===== config.mk =====
export PLATFORM = sky130hd
export DESIGN_NAME = sd_port_arbiter
export DESIGN_NICKNAME = d
export VERILOG_FILES = /design/src/rtl/sd_pkg.sv /design/src/rtl/sd_rr_pick.sv /design/src/rtl/sd_port_arbiter.sv
export SDC_FILE = /design/constraint.sdc
export NUM_CORES = 1
export LEC_CHECK = 0
export BUFFER_PORTS_ARGS = -buffer_cell sky130_fd_sc_hd__buf_2
export CAP_MARGIN = 30
export CORE_MARGIN = 2
export CORE_UTILIZATION = 45
export DETAILED_ROUTE_END_ITERATION = 10
export PLACE_DENSITY = 0.84
export RECOVER_POWER = 50
export SYNTH_ARGS = -nofsm -noshare
export SYNTH_HDL_FRONTEND = slang
export SYNTH_HIERARCHICAL = 1
export SYNTH_SLANG_ARGS = --single-unit

===== constraint.sdc =====
create_clock -name clk -period 4.8 [get_ports clk]
set_clock_uncertainty 0.2 [all_clocks]
set_input_delay 1.2 -clock clk [delete_from_list [all_inputs] [get_ports clk]]
set_output_delay 1.2 -clock clk [all_outputs]
set_load 0.05 [all_outputs]

===== src/rtl/sd_pkg.sv =====
// Shared definitions for the SD-card port arbiter: FSM state encoding,
// sector geometry and the address alignment helper.
package sd_pkg;

   typedef enum logic [1:0] {
      IDLE  = 2'd0,
      ISSUE = 2'd1,
      BUSY  = 2'd2,
      DONE  = 2'd3
   } sd_arb_state_t;

   localparam int unsigned SD_SECTOR_BYTES = 512;
   localparam logic [31:0] SD_ALIGN_MASK   = 32'h1FF;

   // A sector address is usable only when it sits on a 512-byte boundary.
   function automatic logic sd_is_aligned(input logic [31:0] addr);
      return (addr & SD_ALIGN_MASK) == 32'd0;
   endfunction

endpackage


===== src/rtl/sd_rr_pick.sv =====
// Two-way round-robin picker. On contention the port that was not served
// last wins; a lone requester always wins.
module sd_rr_pick (
   input  logic [1:0] req,
   input  logic       last,
   output logic       valid,
   output logic       sel
);

   // Purely combinational choice between the two requesters.
   always_comb begin
      valid = |req;
      sel   = 1'b0;
      case (req)
         2'b01:   sel = 1'b0;
         2'b10:   sel = 1'b1;
         2'b11:   sel = ~last;
         default: sel = 1'b0;
      endcase
   end

endmodule


===== src/rtl/sd_port_arbiter.sv =====
// Two-port arbiter and sector transaction sequencer in front of one SD SPI
// controller. Optional watchdog: define SD_ARB_TIMEOUT_EN to abort stuck
// transactions after TIMEOUT_CYCLES and pulse sd_reset to the controller.
module sd_port_arbiter
   import sd_pkg::*;
#(
   parameter int unsigned TIMEOUT_CYCLES = 2_500_000
) (
   input  logic        clk,
   input  logic        reset,
   input  logic        p0_req,
   input  logic        p0_we,
   input  logic [31:0] p0_addr,
   output logic        p0_gnt,
   output logic        p0_done,
   output logic        p0_err,
   output logic [7:0]  p0_rdata,
   output logic        p0_rvalid,
   input  logic [7:0]  p0_wdata,
   output logic        p0_wready,
   input  logic        p1_req,
   input  logic        p1_we,
   input  logic [31:0] p1_addr,
   output logic        p1_gnt,
   output logic        p1_done,
   output logic        p1_err,
   output logic [7:0]  p1_rdata,
   output logic        p1_rvalid,
   input  logic [7:0]  p1_wdata,
   output logic        p1_wready,
   output logic        sd_rd,
   output logic        sd_wr,
   output logic [31:0] sd_address,
   output logic [7:0]  sd_din,
   input  logic [7:0]  sd_dout,
   input  logic        sd_byte_available,
   input  logic        sd_ready_for_next_byte,
   input  logic        sd_ready,
   output logic        sd_reset
);

   sd_arb_state_t state, state_next;
   logic          sel, sel_next;
   logic          we_q, we_next;
   logic          last, last_next;
   logic          err_q, err_next;
   logic [31:0]   addr_q, addr_next;
   logic [9:0]    byte_cnt, cnt_next, cnt_step;
   logic          pick_valid, pick_sel;
   logic [31:0]   pick_addr;
   logic          pick_we;
   logic          granted;

`ifdef SD_ARB_TIMEOUT_EN
   localparam logic [31:0] TIMEOUT_LAST = 32'(TIMEOUT_CYCLES - 1);
   logic [31:0]   tmo_cnt, tmo_cnt_next;
   logic          tmo_hit, tmo_hit_next;
`endif

   sd_rr_pick u_pick (
      .req   ({p1_req, p0_req}),
      .last  (last),
      .valid (pick_valid),
      .sel   (pick_sel)
   );

   assign pick_addr = pick_sel ? p1_addr : p0_addr;
   assign pick_we   = pick_sel ? p1_we   : p0_we;

   // State and transaction registers; reset aborts any transaction silently.
   always_ff @(posedge clk) begin
      if (reset) begin
         state    <= IDLE;
         sel      <= 1'b0;
         we_q     <= 1'b0;
         last     <= 1'b1;
         err_q    <= 1'b0;
         addr_q   <= 32'd0;
         byte_cnt <= 10'd0;
      end else begin
         state    <= state_next;
         sel      <= sel_next;
         we_q     <= we_next;
         last     <= last_next;
         err_q    <= err_next;
         addr_q   <= addr_next;
         byte_cnt <= cnt_next;
      end
   end

`ifdef SD_ARB_TIMEOUT_EN
   // Watchdog counter and the flag that turns the DONE cycle into a controller reset.
   always_ff @(posedge clk) begin
      if (reset) begin
         tmo_cnt <= 32'd0;
         tmo_hit <= 1'b0;
      end else begin
         tmo_cnt <= tmo_cnt_next;
         tmo_hit <= tmo_hit_next;
      end
   end
`endif

   // Next-state logic: arbitrate in IDLE, strobe until the controller goes busy,
   // count read bytes until it is ready again, then report for one cycle.
   always_comb begin
      state_next = state;
      sel_next   = sel;
      we_next    = we_q;
      last_next  = last;
      err_next   = err_q;
      addr_next  = addr_q;
      cnt_next   = byte_cnt;
      cnt_step   = byte_cnt + {9'd0, sd_byte_available};
`ifdef SD_ARB_TIMEOUT_EN
      tmo_cnt_next = tmo_cnt;
      tmo_hit_next = tmo_hit;
`endif
      case (state)
         IDLE: begin
            if (sd_ready && pick_valid) begin
               sel_next = pick_sel;
               if (!sd_is_aligned(pick_addr)) begin
                  err_next   = 1'b1;
                  state_next = DONE;
               end else begin
                  we_next    = pick_we;
                  addr_next  = pick_addr;
                  cnt_next   = 10'd0;
                  err_next   = 1'b0;
                  state_next = ISSUE;
`ifdef SD_ARB_TIMEOUT_EN
                  tmo_cnt_next = 32'd0;
`endif
               end
            end
         end
         ISSUE: begin
            if (!sd_ready) state_next = BUSY;
         end
         BUSY: begin
            cnt_next = cnt_step;
            if (sd_ready) begin
               err_next   = ~we_q & (cnt_step != 10'(SD_SECTOR_BYTES));
               state_next = DONE;
            end
         end
         DONE: begin
            last_next  = sel;
            state_next = IDLE;
`ifdef SD_ARB_TIMEOUT_EN
            tmo_hit_next = 1'b0;
`endif
         end
         default: state_next = IDLE;
      endcase
`ifdef SD_ARB_TIMEOUT_EN
      if (state == ISSUE || state == BUSY) begin
         if (tmo_cnt == TIMEOUT_LAST) begin
            state_next   = DONE;
            err_next     = 1'b1;
            tmo_hit_next = 1'b1;
         end else begin
            tmo_cnt_next = tmo_cnt + 32'd1;
         end
      end
`endif
   end

   assign granted    = (state == ISSUE) || (state == BUSY);
   assign p0_gnt     = granted & ~sel;
   assign p1_gnt     = granted & sel;
   assign p0_done    = (state == DONE) & ~sel;
   assign p1_done    = (state == DONE) & sel;
   assign p0_err     = p0_done & err_q;
   assign p1_err     = p1_done & err_q;
   assign sd_rd      = (state == ISSUE) & ~we_q;
   assign sd_wr      = (state == ISSUE) & we_q;
   assign sd_address = addr_q;
   assign sd_din     = p0_gnt ? p0_wdata : (p1_gnt ? p1_wdata : 8'hFF);
   assign p0_rdata   = sd_dout;
   assign p1_rdata   = sd_dout;
   assign p0_rvalid  = sd_byte_available & p0_gnt & ~p0_we;
   assign p1_rvalid  = sd_byte_available & p1_gnt & ~p1_we;
   assign p0_wready  = sd_ready_for_next_byte & p0_gnt & p0_we;
   assign p1_wready  = sd_ready_for_next_byte & p1_gnt & p1_we;

`ifdef SD_ARB_TIMEOUT_EN
   assign sd_reset = (state == DONE) & tmo_hit;
`else
   assign sd_reset = 1'b0;
`endif

endmodule

## After elaboration in Yosys (flattened, before gate mapping)

Cells that the tools add are included.

- Register bits: 48
- Input bits: 97
- Output and inout port bits: 69

- Mux-type cells: 17
- Bitwise gates (word level): 22
- Equality and inequality tests: 10
- Add/sub/neg operators: 1
- Reductions and logical operators: 11

Operator list:

| cell | number |
|---|---|
| logical NOT 32 bit | 1 |
| two-way mux 32 bit | 1 |
| two-way mux 10 bit | 2 |
| case mux 10 bit (2 select lines) | 1 |
| bitwise AND 1 bit | 17 |
| two-way mux 8 bit | 2 |
| AND reduction 3 bit | 4 |
| adder 10 x 1 -> 10 bit | 1 |
| inequality test 10 bit, second input constant | 1 |
| equality test 2 bit, second input constant | 4 |
| two-way mux 2 bit | 4 |
| inequality test 2 bit, second input constant | 4 |
| case mux 2 bit (4 select lines) | 1 |
| NOT 1 bit | 5 |
| two-way mux 1 bit | 4 |
| case mux 1 bit (2 select lines) | 2 |
| equality test 2 x 1 -> 1 bit, second input constant | 1 |
| logical NOT 2 bit | 1 |
| AND reduction 2 bit | 1 |
| nonzero test 2 bit | 1 |
| OR reduction 2 bit | 1 |
| logical AND 1 bit | 1 |
| logical OR 1 bit | 1 |

## Longest topological paths before layout

Gate-level depths: netlist of run 1.

- Depth in word-level cells: 7
- Depth in mapped cells: 8

## Cells and area by module

Netlist of run 1, hierarchy kept.

By module, submodules not included:

| module | times used | sequential area each (um^2) | cells each | area an instance (um^2) |
|---|---|---|---|---|
| sd_port_arbiter | 1 | 960.9 | 314 | 2810.2 |
| sd_rr_pick | 1 | 0.0 | 2 | 13.8 |

## Least setup slack after synthesis of run 1

OpenSTA, ideal clock, no wires.

- Kind: reg-to-output
- From: register state[1]
- To: output port p0_rvalid
- Buffers on the path: 0
- Arrival time: 2.057 ns
- Path slack: 1.343 ns
- Required time: 3.400 ns
- Stages on the path, launching flop included: 5
- Cells stage by stage: dfxtp_1 -> inv_1 -> ha_1 -> nor2b_1 -> and3b_1

- Longest elaborated chain between the ends: 5
- Elaborated cells on any way between the ends: 6
- Those cells by class: eq/ne: 2; bitwise: 3; reduce/logical: 1

Ends and longest elaborated chain:

| what | line | RTL |
|---|---|---|
| from (decl) | sd_port_arbiter.sv:42 | `sd_arb_state_t state, state_next;` |
| from (signal assigned) | sd_port_arbiter.sv:81 | `state <= state_next;` |
| equality test 2 x 1 -> 1 bit or equality test 2 bit (tied branches) | sd_port_arbiter.sv:170 | `assign granted = (state == ISSUE) \|\| (state == BUSY);` |
| logical OR 1 bit (*) | sd_port_arbiter.sv:170 |  |
| bitwise AND 1 bit (*) | sd_port_arbiter.sv:171 | `assign p0_gnt = granted & ~sel;` |
| named net p0_gnt | sd_port_arbiter.sv:14 | `output logic p0_gnt,` |
| bitwise AND 1 bit (*) (2 in a row) | sd_port_arbiter.sv:183 | `assign p0_rvalid = sd_byte_available & p0_gnt & ~p0_we;` |
| to (decl) | sd_port_arbiter.sv:18 | `output logic p0_rvalid,` |

The timed path passes the listed nets; every way through them passes the cells marked *.

==> flow_metrics.tcl, run 1 <==
set metrics [dict create \
    io_buffers 140 \
    hp-start "sd_address[6]" \
    cts_tree "built" \
    numCtsBuffers 5 \
    dp_slack_ns 1.21 \
    status "finished with violations" \
    peakVddDrop_uv 253 \
    clock_latency_ns 0.30 \
    violations "capacitance limit, slew limit" \
    fp.dieW_um 83.2 \
    critPathArrivalTime_ns 3.43 \
    io_pins 166 \
    yosysSeqAreaShare_pct 34.0 \
    rrSetupSlack_ns 2.11 \
    period_needed_ns 3.43 \
    area_delta_synth_final_pct 22.8 \
    synth_cells 316 \
    synth_ff_type "dfxtp_1" \
    layout-drive-gt1-share_pct 27.4 \
    fillers 559 \
    worst_slew_pin_slew_ns 2.13 \
    diodes 0 \
    synth_area_mm2 0.00282 \
    h-tree-depth 2 \
    die_h_um 83.2 \
    r2r_end "byte_cnt[2]" \
    grt_max_degree 62 \
    antenna_found_initial 0 \
    grt_usage_pct 20.0 \
    clock_sinks 48 \
    post-route-drc-count 0 \
    initial_core_util_pct 47.1 \
    post-dp-hpwl_mm 5.30 \
    cts_setup_buffers 0 \
    rsz0062_at_grt "no" \
    setup_tns_ns 0 \
    num_rows 28 \
    syn_nets 421 \
    grt_overflow 0 \
    ys_types 46 \
    wl_mm 6.93 \
    worst-setup-path-type "in -> reg" \
    cts_resized 0 \
    synth-edff-count 0 \
    required_ns 4.80 \
    postRouteAntennaNets 0 \
    cp-end-kind "flip-flop" \
    slew_violations 53 \
    place.gp.congestion 0.796 \
    ys_ff_latch 48 \
    num-nets-final 531 \
    yosysTopAreaCell "dfxtp_1" \
    r2r-start "last" \
    rr_worst_depth 8 \
    hold_viol 0 \
    clock_tree.buffer_depth 2 \
    netlist_top_cells_count "48 x dfxtp_1, 35 x mux2i_1, 35 x nor2_1" \
    die_area_mm2 0.00692 \
    power.leakage_uw 0.00147 \
    power_density_mw_per_mm2 355 \
    setup_viol 0 \
    cp_max_fo 52 \
    vias 2667 \
    viasPerCell 5.31 \
    grt_pass1_vias 2631 \
    hold_depth 1 \
    min_to "sd_address[6]" \
    maxCapViolCount 1 \
    yosysTopAreaCellShare_pct 34.0 \
    synthTopCellsByArea "dfxtp_1 34%, mux2i_1 12%, a211oi_1 6.9%, nor2_1 4.7%, buf_4 4.5%" \
    syn_avg_cell_area_um2 8.94 \
    fp.coreArea_mm2 0.00599 \
    min_path_type "reg -> reg" \
    cts-root-buf "clkbuf_8" \
    synthArstFlopShare_pct 0 \
    wire_per_inst_um 13.8 \
    synth.most_common_cell "dfxtp_1" \
    drt-pass1-iter-count 4 \
    cp-start-kind "primary input" \
    drt_iter0_drc 137 \
    fmax_mhz 291 \
    ctsHoldBuffers 0 \
    fin_crit_sh_pct 71.5 \
    grt_first_pass_wirelength_mm 11.8 \
    ys_warn_count 6 \
    path_clk_slew_ns 0.09 \
    setup_slack_ns 1.37 \
    maxSlewHeadroom_pct -41.8 \
]
per-layer routing:
metal	track usage [%]	vias to the layer above	share of wire, %
li1	-	1344	-
met1	23.5	1212	42
met2	35.6	92	51
met3	4.27	19	4.4
met4	7.15	0	2.4
met5	0	-	0
kinds of logic (layout without fill, tap and decap cells):
logic type	count (synthesis)	after routing	share of synthesized area, %
mux	36	36	12.8
buf+inv	45	156	9.66
flops	48	48	34.0
simple gates	117	117	23.7
xor+xnor	4	4	1.24
fa+ha+maj	8	8	3.54
other cells	1	1	0.133
compound gates	57	57	14.9
flip-flops by register name, summed over array words and instances (netlist names):
signal	flops
last	1
we_q	1
byte_cnt	10
err_q	1
state	2
sd_address	32
sel	1
layout by cell type (no fill, tap or decap), drive strengths merged, types with 8 or more instances in the layout:
| master | count |
|---|---|
| a211oi | 27 |
| and2 | 15 |
| buf | 104 |
| clkbuf | 44 |
| dfxtp | 48 |
| ha | 8 |
| mux2i | 35 |
| nand2 | 16 |
| nor2 | 35 |
| nor4b | 8 |
where the power goes:
group          switching, µW  leakage (µW)  total, µW  internal, µW
combinational            349       0.00103        496           146
clock                    134     0.0000614        304           170
sequential              18.7      0.000387        432           413
total                    502       0.00147       1230           730
worst max path at each step:
stage / startpoint / slack (ns) / endpoint
finish: reset / 1.37 / sd_address[4]
global route: reset / 1.06 / sd_address[0]
CTS: state[0] / 1.40 / p0_wready
detailed placement: p1_req / 1.21 / byte_cnt[4]
global placement: p1_req / 1.30 / byte_cnt[3]
floorplan: state[1] / 1.34 / p0_rvalid
cell type report:
cell class	instances	area, µm²	area share, %
Sequential cell	48	961	27.7
Clock buffer	6	82.6	2.38
Timing Repair Buffer	142	668	19.3
Clock inverter	2	38.8	1.12
Tap cell	75	93.8	2.71
Multi-Input combinational cell	223	1600	46.2
Inverter	6	22.5	0.649
critical path, cell delays in order:
cell and delay (ns):
clkbuf_1 1.49, nor2_1 0.41, and2_1 0.31
metrics by stage:
| step | hold WS, ns | total power (µW) | instances | util, % | cell area [µm²] |
|---|---|---|---|---|---|
| after CTS | 0.267 | 1240 | 502 | 58.7 | 3520 |
| after global placement | 0.240 | 927 | 494 | 56.7 | 3390 |
| final | 0.266 | 1230 | 502 | 57.9 | 3470 |
| after floorplan | 0.236 | 844 | 316 | - | 2820 |
| after detailed placement | 0.243 | 939 | 494 | 56.7 | 3390 |
| after global routing | 0.287 | 1300 | 502 | 57.9 | 3470 |
No activity file was read; power rests on OpenSTA's default activity.
==> inputs of run 2 (changes only) <==
CORE_UTILIZATION = 44   (was 45)
PLACE_DENSITY = 0.83   (was 0.84)
clock period = 3.2 ns   (was 4.8 ns; I/O delays follow)
==> flow_metrics.tcl, run 2 (synthesis gave the netlist of run 1 again) <==
set metrics [dict create \
    status "finished clean" \
    r2r_end "byte_cnt[0]" \
    drt-pass1-iter-count 5 \
    setup_tns_ns 0 \
    initial_core_util_pct 45.0 \
    min_to "sd_address[0]" \
    postRouteAntennaNets 0 \
    num-nets-final 535 \
    io_buffers 140 \
    path_clk_slew_ns 0.09 \
    io_pins 166 \
    fillers 610 \
    cp-end-kind "output pin" \
    grt_usage_pct 20.2 \
    clock_sinks 48 \
    fin_area_mm2 0.00349 \
    peakVddDrop_uv 318 \
    fin_crit_sh_pct 94.2 \
    layout-drive-gt1-share_pct 28.8 \
    required_ns 2.20 \
    clock_tree.buffer_depth 2 \
    post-route-drc-count 0 \
    placed_area_mm2 0.00344 \
    grt_pass1_vias 2611 \
    cts_setup_buffers 0 \
    power.leakage_uw 0.00150 \
    fp.coreArea_mm2 0.00628 \
    ctsHoldBuffers 0 \
    cts-root-buf "clkbuf_8" \
    setup_viol 0 \
    numCtsBuffers 5 \
    worst_slew_pin_slew_ns 0.912 \
    die_h_um 84.1 \
    power_density_mw_per_mm2 515 \
    setup_slack_ns 0.186 \
    place.gp.congestion 0.820 \
    fmax_mhz 332 \
    critPathArrivalTime_ns 2.01 \
    maxCapViolCount 0 \
    clock_latency_ns 0.30 \
    viasPerCell 5.28 \
    rr_worst_depth 8 \
    die_area_mm2 0.00707 \
    fin_util_pct 55.6 \
    period_needed_ns 3.01 \
    multiInputGateArea_mm2 0.00160 \
    hp-start "sd_address[0]" \
    cts_tree "built" \
    grt_first_pass_wirelength_mm 11.9 \
    h-tree-depth 2 \
    final_common_cell "buf_2" \
    cp_max_fo 11 \
    final_cell_mix "107 x buf_2, 48 x dfxtp_1, 35 x mux2i_1, 35 x nor2_1, 35 x clkbuf_1" \
    slew_violations 0 \
    vias 2682 \
    post-dp-hpwl_mm 5.52 \
    worst-setup-path-type "reg -> out" \
    wire_per_inst_um 14.2 \
    r2r-start "state[0]" \
    min_path_type "reg -> reg" \
    hold_viol 0 \
    seqCellArea_um2 961 \
    maxSlewHeadroom_pct 39.2 \
    hold_depth 1 \
    antenna_found_initial 0 \
    grt_max_degree 53 \
    largest_reg_flops 32 \
    cts_resized 0 \
    wl_mm 7.23 \
    drt_iter0_drc 164 \
    fp.dieW_um 84.1 \
    rsz0062_at_grt "no" \
    rrSetupSlack_ns 0.71 \
    diodes 0 \
    dp_slack_ns 0.301 \
    area_delta_synth_final_pct 23.6 \
    grt_overflow 0 \
    cp-start-kind "flip-flop" \
    num_rows 29 \
]
==> run 2: how the worst max path moves through the flow <==
stage	slack [ns]	depth (start not counted)	from	end
2_1_floorplan	0.14	4	state[1]	p0_rvalid
3_3_place_gp	0.42	8	p1_req	byte_cnt[9]
3_5_place_dp	0.30	8	p1_req	sd_address[14]
4_1_cts	0.20	5	state[1]	p0_wready
5_1_grt	0.03	5	state[1]	p0_rvalid
6_report	0.19	5	state[1]	p0_wready
==> run 2: stage by stage <==
stage	hold slack (ns)	power, µW	instances
global placement	0.238	1400	500
floorplan	0.236	1270	316
detailed placement	0.241	1420	500
finish	0.263	1800	508
global route	0.285	1900	508
CTS	0.266	1810	508
==> run 2: layout make-up <==
cell class / count / area share, %
multi-input combinational: 223 / 45.9
timing repair buffer: 146 / 20.3
clock inverter: 2 / 0.502
tap: 77 / 2.76
inverter: 6 / 0.645
clock buffer: 6 / 2.37
sequential: 48 / 27.5
==> run 2: power by group <==
part           internal, µW  total (µW)  switching, µW
Sequential              620         649           29.1
Combinational           222         755            533
Clock                   181         395            214
Total                  1020        1800            776
==> run 2: per-layer routing <==
metal	share of wire, %	wire length, µm	GRT usage [%]
met1	41	2950	23.9
met2	51	3690	35.5
met3	5.6	403	4.45
met4	2.4	177	8.06
met5	0	0	0
==> run 2: critical path, stage by stage, from the launching register on <==
cell     delay, ns
dfxtp_1       0.40
inv_1         0.10
ha_1          0.49
nor2b_1       0.27
and3_1        0.18
buf_2         0.26
